**config.mk**
```make
export PLATFORM = sky130hd
export DESIGN_NAME = sequential_to_simultaneous_reg
export DESIGN_NICKNAME = d
export VERILOG_FILES = /design/src/rtl/sequential_to_simultaneous_reg.sv
export SDC_FILE = /design/constraint.sdc
export NUM_CORES = 1
export LEC_CHECK = 0
export CAP_MARGIN = 20
export CORE_UTILIZATION = 41
export CTS_CLUSTER_DIAMETER = 100
export DETAILED_ROUTE_END_ITERATION = 12
export HOLD_SLACK_MARGIN = 0.03
export PLACE_DENSITY = 0.75
export SETUP_SLACK_MARGIN = 0.15
export SYNTH_ARGS = -nofsm -noshare
export SYNTH_HDL_FRONTEND = slang
export SYNTH_SLANG_ARGS = --single-unit
export TNS_END_PERCENT = 30
```
**constraint.sdc**
```tcl
create_clock -name clk -period 1.77 [get_ports clk]
set_input_delay 0.4425 -clock clk [delete_from_list [all_inputs] [get_ports clk]]
set_output_delay 0.4425 -clock clk [all_outputs]
set_load 0.02 [all_outputs]
```
**src/rtl/sequential_to_simultaneous_reg.sv**
```systemverilog
`default_nettype none
// ============================================================================
// Module   : sequential_to_simultaneous_reg
// Purpose  : Serial-to-parallel frame collector for the BCH decoder datapath.
//            Packs SHIFT_LEN paced words of BIT_WIDTH bits into one parallel
//            bus, then holds it with a valid level and a one-cycle done pulse.
// Ports    : clk            - clock, rising edge
//            in_ctr_Srst    - synchronous active-high reset (highest priority)
//            in_ctr_init    - start a new frame (clears bus and counters)
//            in_ctr_en      - global enable; state holds when low
//            in_ctr_sft_en  - input-word qualifier
//            in             - serial input word
//            out            - packed frame, slot k = out[BW*(k+1)-1 : BW*k]
//            out_valid      - high while the frame is complete (FULL)
//            out_done       - one-cycle pulse on entry to FULL
//            out_cnt        - words captured in the current frame
//            out_ovf        - sticky overflow flag (optional)
// Options  : SEQ_TO_SIM_REG_OVF_FLAG_EN adds out_ovf, set when a qualified
//            word arrives while FULL; cleared by reset or init.
// Revision : 1.0 - initial release
// ============================================================================
module sequential_to_simultaneous_reg #(
  parameter int DIRECTION    = 1,
  parameter int SHIFT_LEN    = 4,
  parameter int BIT_WIDTH    = 2,
  parameter int CLK_DISTANCE = 1
) (
  input  logic                            clk,
  input  logic                            in_ctr_Srst,
  input  logic                            in_ctr_init,
  input  logic                            in_ctr_en,
  input  logic                            in_ctr_sft_en,
  input  logic [BIT_WIDTH-1:0]            in,
  output logic [BIT_WIDTH*SHIFT_LEN-1:0]  out,
  output logic                            out_valid,
  output logic                            out_done,
  output logic [$clog2(SHIFT_LEN):0]      out_cnt
`ifdef SEQ_TO_SIM_REG_OVF_FLAG_EN
  ,
  output logic                            out_ovf
`endif
);

  localparam int TOTAL_W  = BIT_WIDTH * SHIFT_LEN;
  localparam int CNT_W    = $clog2(SHIFT_LEN) + 1;
  // A distance of 0 behaves like 1, i.e. the pace counter never leaves 0.
  localparam int PACE_MAX = (CLK_DISTANCE <= 1) ? 0 : CLK_DISTANCE - 1;
  localparam int PACE_W   = (PACE_MAX > 0) ? $clog2(PACE_MAX + 1) : 1;

  typedef enum logic [1:0] {
    ST_IDLE    = 2'd0,
    ST_COLLECT = 2'd1,
    ST_FULL    = 2'd2
  } state_t;

  state_t              state_q;
  logic [TOTAL_W-1:0]  data_q;
  logic [TOTAL_W-1:0]  data_d;
  logic [CNT_W-1:0]    cnt_q;
  logic [CNT_W-1:0]    cnt_d;
  logic [PACE_W-1:0]   pace_q;
  logic [PACE_W-1:0]   pace_d;
  logic                done_q;
  logic                ovf_q;
  logic                qual_w;
  logic                capture_w;
  logic                last_w;

  // Shifted register contents with the new word inserted.
  generate
    if (SHIFT_LEN == 1) begin : g_single
      assign data_d = in;
    end else if (DIRECTION != 0) begin : g_shift_down
      // New word enters the top slot; the first word ends up in slot 0.
      assign data_d = {in, data_q[TOTAL_W-1:BIT_WIDTH]};
    end else begin : g_shift_up
      // New word enters slot 0; the first word ends up in the top slot.
      assign data_d = {data_q[TOTAL_W-BIT_WIDTH-1:0], in};
    end
  endgenerate

  // Qualified cycles only count while collecting; init takes precedence
  // in the sequential block, so it is not repeated here.
  assign qual_w    = (state_q == ST_COLLECT) && in_ctr_sft_en;
  assign capture_w = qual_w && (pace_q == '0);
  assign cnt_d     = cnt_q + CNT_W'(1);
  assign last_w    = (cnt_d == CNT_W'(SHIFT_LEN));
  assign pace_d    = (pace_q == PACE_W'(PACE_MAX)) ? '0 : pace_q + PACE_W'(1);

  always_ff @(posedge clk) begin
    if (in_ctr_Srst) begin
      state_q <= ST_IDLE;
      data_q  <= '0;
      cnt_q   <= '0;
      pace_q  <= '0;
      done_q  <= 1'b0;
      ovf_q   <= 1'b0;
    end else begin
      // Done is a pulse: it falls after one cycle even when disabled.
      done_q <= 1'b0;
      if (in_ctr_en) begin
        if (in_ctr_init) begin
          state_q <= ST_COLLECT;
          data_q  <= '0;
          cnt_q   <= '0;
          pace_q  <= '0;
          ovf_q   <= 1'b0;
        end else if (qual_w) begin
          pace_q <= pace_d;
          if (capture_w) begin
            data_q <= data_d;
            cnt_q  <= cnt_d;
            if (last_w) begin
              state_q <= ST_FULL;
              done_q  <= 1'b1;
            end
          end
        end else if ((state_q == ST_FULL) && in_ctr_sft_en) begin
          // Word is dropped; only the overflow flag records it.
          ovf_q <= 1'b1;
        end
      end
    end
  end

  assign out       = data_q;
  assign out_valid = (state_q == ST_FULL);
  assign out_done  = done_q;
  assign out_cnt   = cnt_q;

`ifdef SEQ_TO_SIM_REG_OVF_FLAG_EN
  assign out_ovf = ovf_q;
`else
  logic unused_ovf_w;
  assign unused_ovf_w = ovf_q;
`endif

endmodule
`default_nettype wire

```
## Word-level counts from Yosys, hierarchy flattened

Index checks and enable logic that the tools add are counted.

| storage, ports and cells | value |
|---|---|
| output and inout port bits | 13 |
| register bits after elaboration | 15 |
| logic and storage cells | 37 |

| cells by class | value |
|---|---|
| reduce and logical (&&, ||, !) cells | 9 |
| equality and inequality tests | 3 |
| bitwise logic cells | 4 |
| add/sub/neg operators | 2 |
| mux-type cells | 14 |

Operators with widths:

| cell | number |
|---|---|
| 8-bit two-way mux | 3 |
| 3-bit two-way mux | 3 |
| 2-bit two-way mux | 4 |
| 2-bit nonzero test | 3 |
| 5-bit OR reduction | 1 |
| 1-bit two-way mux | 4 |
| 1-bit inverter | 4 |
| 4-bit AND reduction | 1 |
| 3-bit by 1-bit adder with 3-bit output, second input constant | 1 |
| 3-bit equality test, second input constant | 1 |
| 3-bit AND reduction | 1 |
| 2-bit by 1-bit equality test with 1-bit output, second input constant | 1 |
| 2-bit equality test, second input constant | 1 |
| 1-bit logical AND | 2 |
| 2-bit AND reduction | 1 |
| 1-bit adder, second input constant | 1 |

## Depth between registers and ports, before layout

| logic depth | value |
|---|---|
| word-level depth | 6 |
| mapped depth | 4 |
| depth with buffers taken out | 4 |

## Worst setup path after synthesis

OpenSTA, ideal clock, no wires.

| timing path | value |
|---|---|
| path kind | reg-to-reg |
| start point | register cnt_q[0] (netlist: out_cnt[0]) |
| end point | register cnt_q[2] (netlist: out_cnt[2]) |
| cell stages (with the launch flop) | 5 |
| setup slack | 233 ps |
| setup time | 74 ps |
| clock period less this slack | 1537 ps |
| data arrival time | 1463 ps |
| buffers on the path | 0 |
| cells stage by stage | dfxtp_1 ha_1 nand4b_1 or4b_1 a31oi_1 |

| between the ends | value |
|---|---|
| longest elaborated chain between the ends | 4 |

Ends and longest elaborated chain:

| item | line | RTL |
|---|---|---|
| start: declaration | 59 | `logic [CNT_W-1:0] cnt_q;` |
| start signal: assignment | 112 | `cnt_q <= cnt_d;` |
| 3-bit by 1-bit adder with 3-bit output | 86 | `assign cnt_d = cnt_q + CNT_W'(1);` |
| 3-bit two-way mux | 110 | `if (capture_w) begin` |
| 3-bit two-way mux | 108 | `end else if (qual_w) begin` |
| 3-bit two-way mux | 102 | `if (in_ctr_init) begin` |

No other way between the ends. The select of a mux whose other input is x is not followed.
A chain may end at the register's enable or synchronous reset.

## Worst setup path after layout

| timing path | value |
|---|---|
| start point | register data_q[6] (netlist: out[6]) |
| end point | output port out[6] |

RTL lines:

| item | line | RTL |
|---|---|---|
| start: declaration | 57 | `logic [TOTAL_W-1:0] data_q;` |
| start signal: assignment | 111 | `data_q <= data_d;` |
| end: declaration | 34 | `output logic [BIT_WIDTH*SHIFT_LEN-1:0] out,` |

No word-level cell between the ends.

==> impl_metrics.ini <==
[run_status]
status = completed

[worst_setup_path]
critPathSlowestCell = clkdlybuf4s50_1
worstPathRequired_ps = 1330
worstPathMaxFanout = 3
crit_chain = clkdlybuf4s50_1
slowest_delay_ps = 620
crit_buf_inv = 1
crit_path_start_kind = register
worst-endpoint-arrival_ps = 1260
crit_type = register to output port
crit_path_end_kind = output port
critPathTopFamily = buffers and inverters

[layout]
utilization_pct = 71.79
drive_gt1_share_pct = 15.38
diodes = 0
final_cell_area_um2 = 840.8
stdcell_count = 92
areaGrowthSynthToFinish_pct = 54.13
nets = 88

[routing]
wl_per_cell_um = 12.25
drt_iter0_drc = 7
detail-route-antenna-nets = 0
vias = 482
routed_wl_mm = 1.127
via_per_inst = 5.239
drc_errors = 0
dr.pass1.iters = 4

[placed_design]
place_congestion = 0.7885
port_buffers = 19
dp_hpwl_um = 853.1
placed_cells = 88
place_area_um2 = 800.8

[floorplan]
fp.dieH_um = 38.48
rows = 12
ios = 20
initial_core_util_pct = 46.58
dieWidth_um = 38.48
dieArea_mm2 = 0.001480
core_area_mm2 = 0.001171

[synthesis]
ys_async_sr_fraction_pct = 0
ys_ff_latch = 14
synth_most_common_cell = dfxtp_1
synth_nets = 58
ys_seq_area_share_pct = 51.38
yosysWarnings = 0
synth_edf_count = 0
synthDominantCellAreaShare_pct = 51.38
syn_inst = 49
synthFlopType = dfxtp_1
synth_commonest_cells = 14 x dfxtp_1, 9 x a22o_1, 3 x nand3b_1
synth_top_cell_by_area = dfxtp_1
syn-mean-instance-area_um2 = 11.13
yosysUniqueCellTypes = 20
syn_area_um2 = 545.5
synthTopCellsByArea = dfxtp_1 51%, a22o_1 14%, ha_1 4.6%

[global_routing]
gr-total-overflow = 0
grt_first_pass_wirelength_mm = 1.621
antenna_found_initial = 0
grt_max_degree = 10
grt_util_all_layers_pct = 16.85
grt_pass1_vias = 363

[clocking]
clockBufferDepth = 2
clock-root-buffer = clkbuf_4
cts.sinks = 14
hold_buffers = 0
cts_made_buffers = 3
cts_setup_buffers = 0
clock_latency_ps = 280
clk_pin_slew_ps = 80
post_cts_resized = 3
h-tree-depth = 1
cts_tree = built

[power_and_ir_drop]
p_total_uw = 593.8
pwr_density_cell_mw_per_mm2 = 706.3
power_leakage_uw = 0.0003875
irDropWorstVdd_mv = 0.4133

[worst_hold_path]
hp-class = register to register

[sta]
rsz0062_at_grt = yes
hold_violations = 0
report.final.slew_viol_count = 0
finalCritPeriodShare_pct = 96.07
finClkSkew_ps = 5.156
max_freq_ghz = 0.5881
slew-limit-headroom_pct = 78.10
worstMarginPinSlew_ps = 328.5
whs_ps = 481.4
fin_crit_ps = 1700
setup_viol = 0

[flow_run]
cap_viol_max_count = 0
per-layer routing:
metal	track usage (%)	share of wire, %	up-vias
met5	0	0	-
met4	12.93	3.0	0
met3	3.488	3.0	5
met2	21.19	41	10
met1	24.36	53	220
li1	-	-	247
placed cells by master, fill, tap and decap left out:
cell type and count:
clkdlybuf4s50_1 13, nand2_1 1, dlygate4sd2_1 3, or4b_1 1, a22o_1 9, and2_1 2
clkbuf_4 3, xnor2_1 1, a21oi_1 2, buf_4 7, inv_1 1, dfxtp_1 14
nor2b_1 1, o31ai_1 1, dlymetal6s2s_1 3, nand4b_1 2, clkbuf_8 1, nor3_2 1
ha_1 2, a31oi_1 2, nand3b_1 3, or3_1 1, nor3_1 1, nand2b_1 2
o21a_1 1
path summary, 6_finish.rpt:
kind,start,end,slack (ps),depth (start not counted)
worst max-delay path,out[6],out[6],70,1
worst min-delay path,out[0],out[0],480,1
worst max register to register,out_cnt[0],out_cnt[2],260,4
worst min register to register,out[0],out[0],480,1
per-stage QoR:
step	setup TNS (ps)	worst slack [ps]
2_1_floorplan	0	233.3
3_3_place_gp	-478.1	-58.05
3_5_place_dp	-620.1	-76.90
4_1_cts	0	33.05
5_1_grt	0	22.21
6_report	0	69.64
worst register-to-register path: cells and delay by family (launching register included):
kind,cells,cell delay (ps)
compound gates,1,160
fa+ha+maj,1,230
flops,1,440
simple gates,2,610
sequential cells by signal, indices dropped and copies added, names as in the netlist:
register,cells
out,8
out_cnt,3
out_done,1
state_q,2
logic make-up after synthesis:
| group | share of synthesized area (%) |
|---|---|
| compound gates | 21.33 |
| xor+xnor | 1.606 |
| fa+ha+maj | 4.586 |
| buf+inv | 1.604 |
| flops | 51.38 |
| simple gates | 19.50 |
power breakdown:
group / switching (uW) / leakage (uW) / internal [uW]
clock: 105 / 0.0000210 / 125
combinational: 18.5 / 0.000253 / 25.3
sequential: 3.20 / 0.000113 / 317
total: 126 / 0.000387 / 468
final cells by class:
cell class | instances | area (um2)
flip-flops and latches | 14 | 280.3
well taps | 14 | 17.52
multi-input cells | 33 | 256.5
repair buffers | 26 | 246.5
inverters | 1 | 3.754
clock buffers | 4 | 36.28
fillers | 105 | 330.3
No activity file was read; power rests on OpenSTA's default activity.
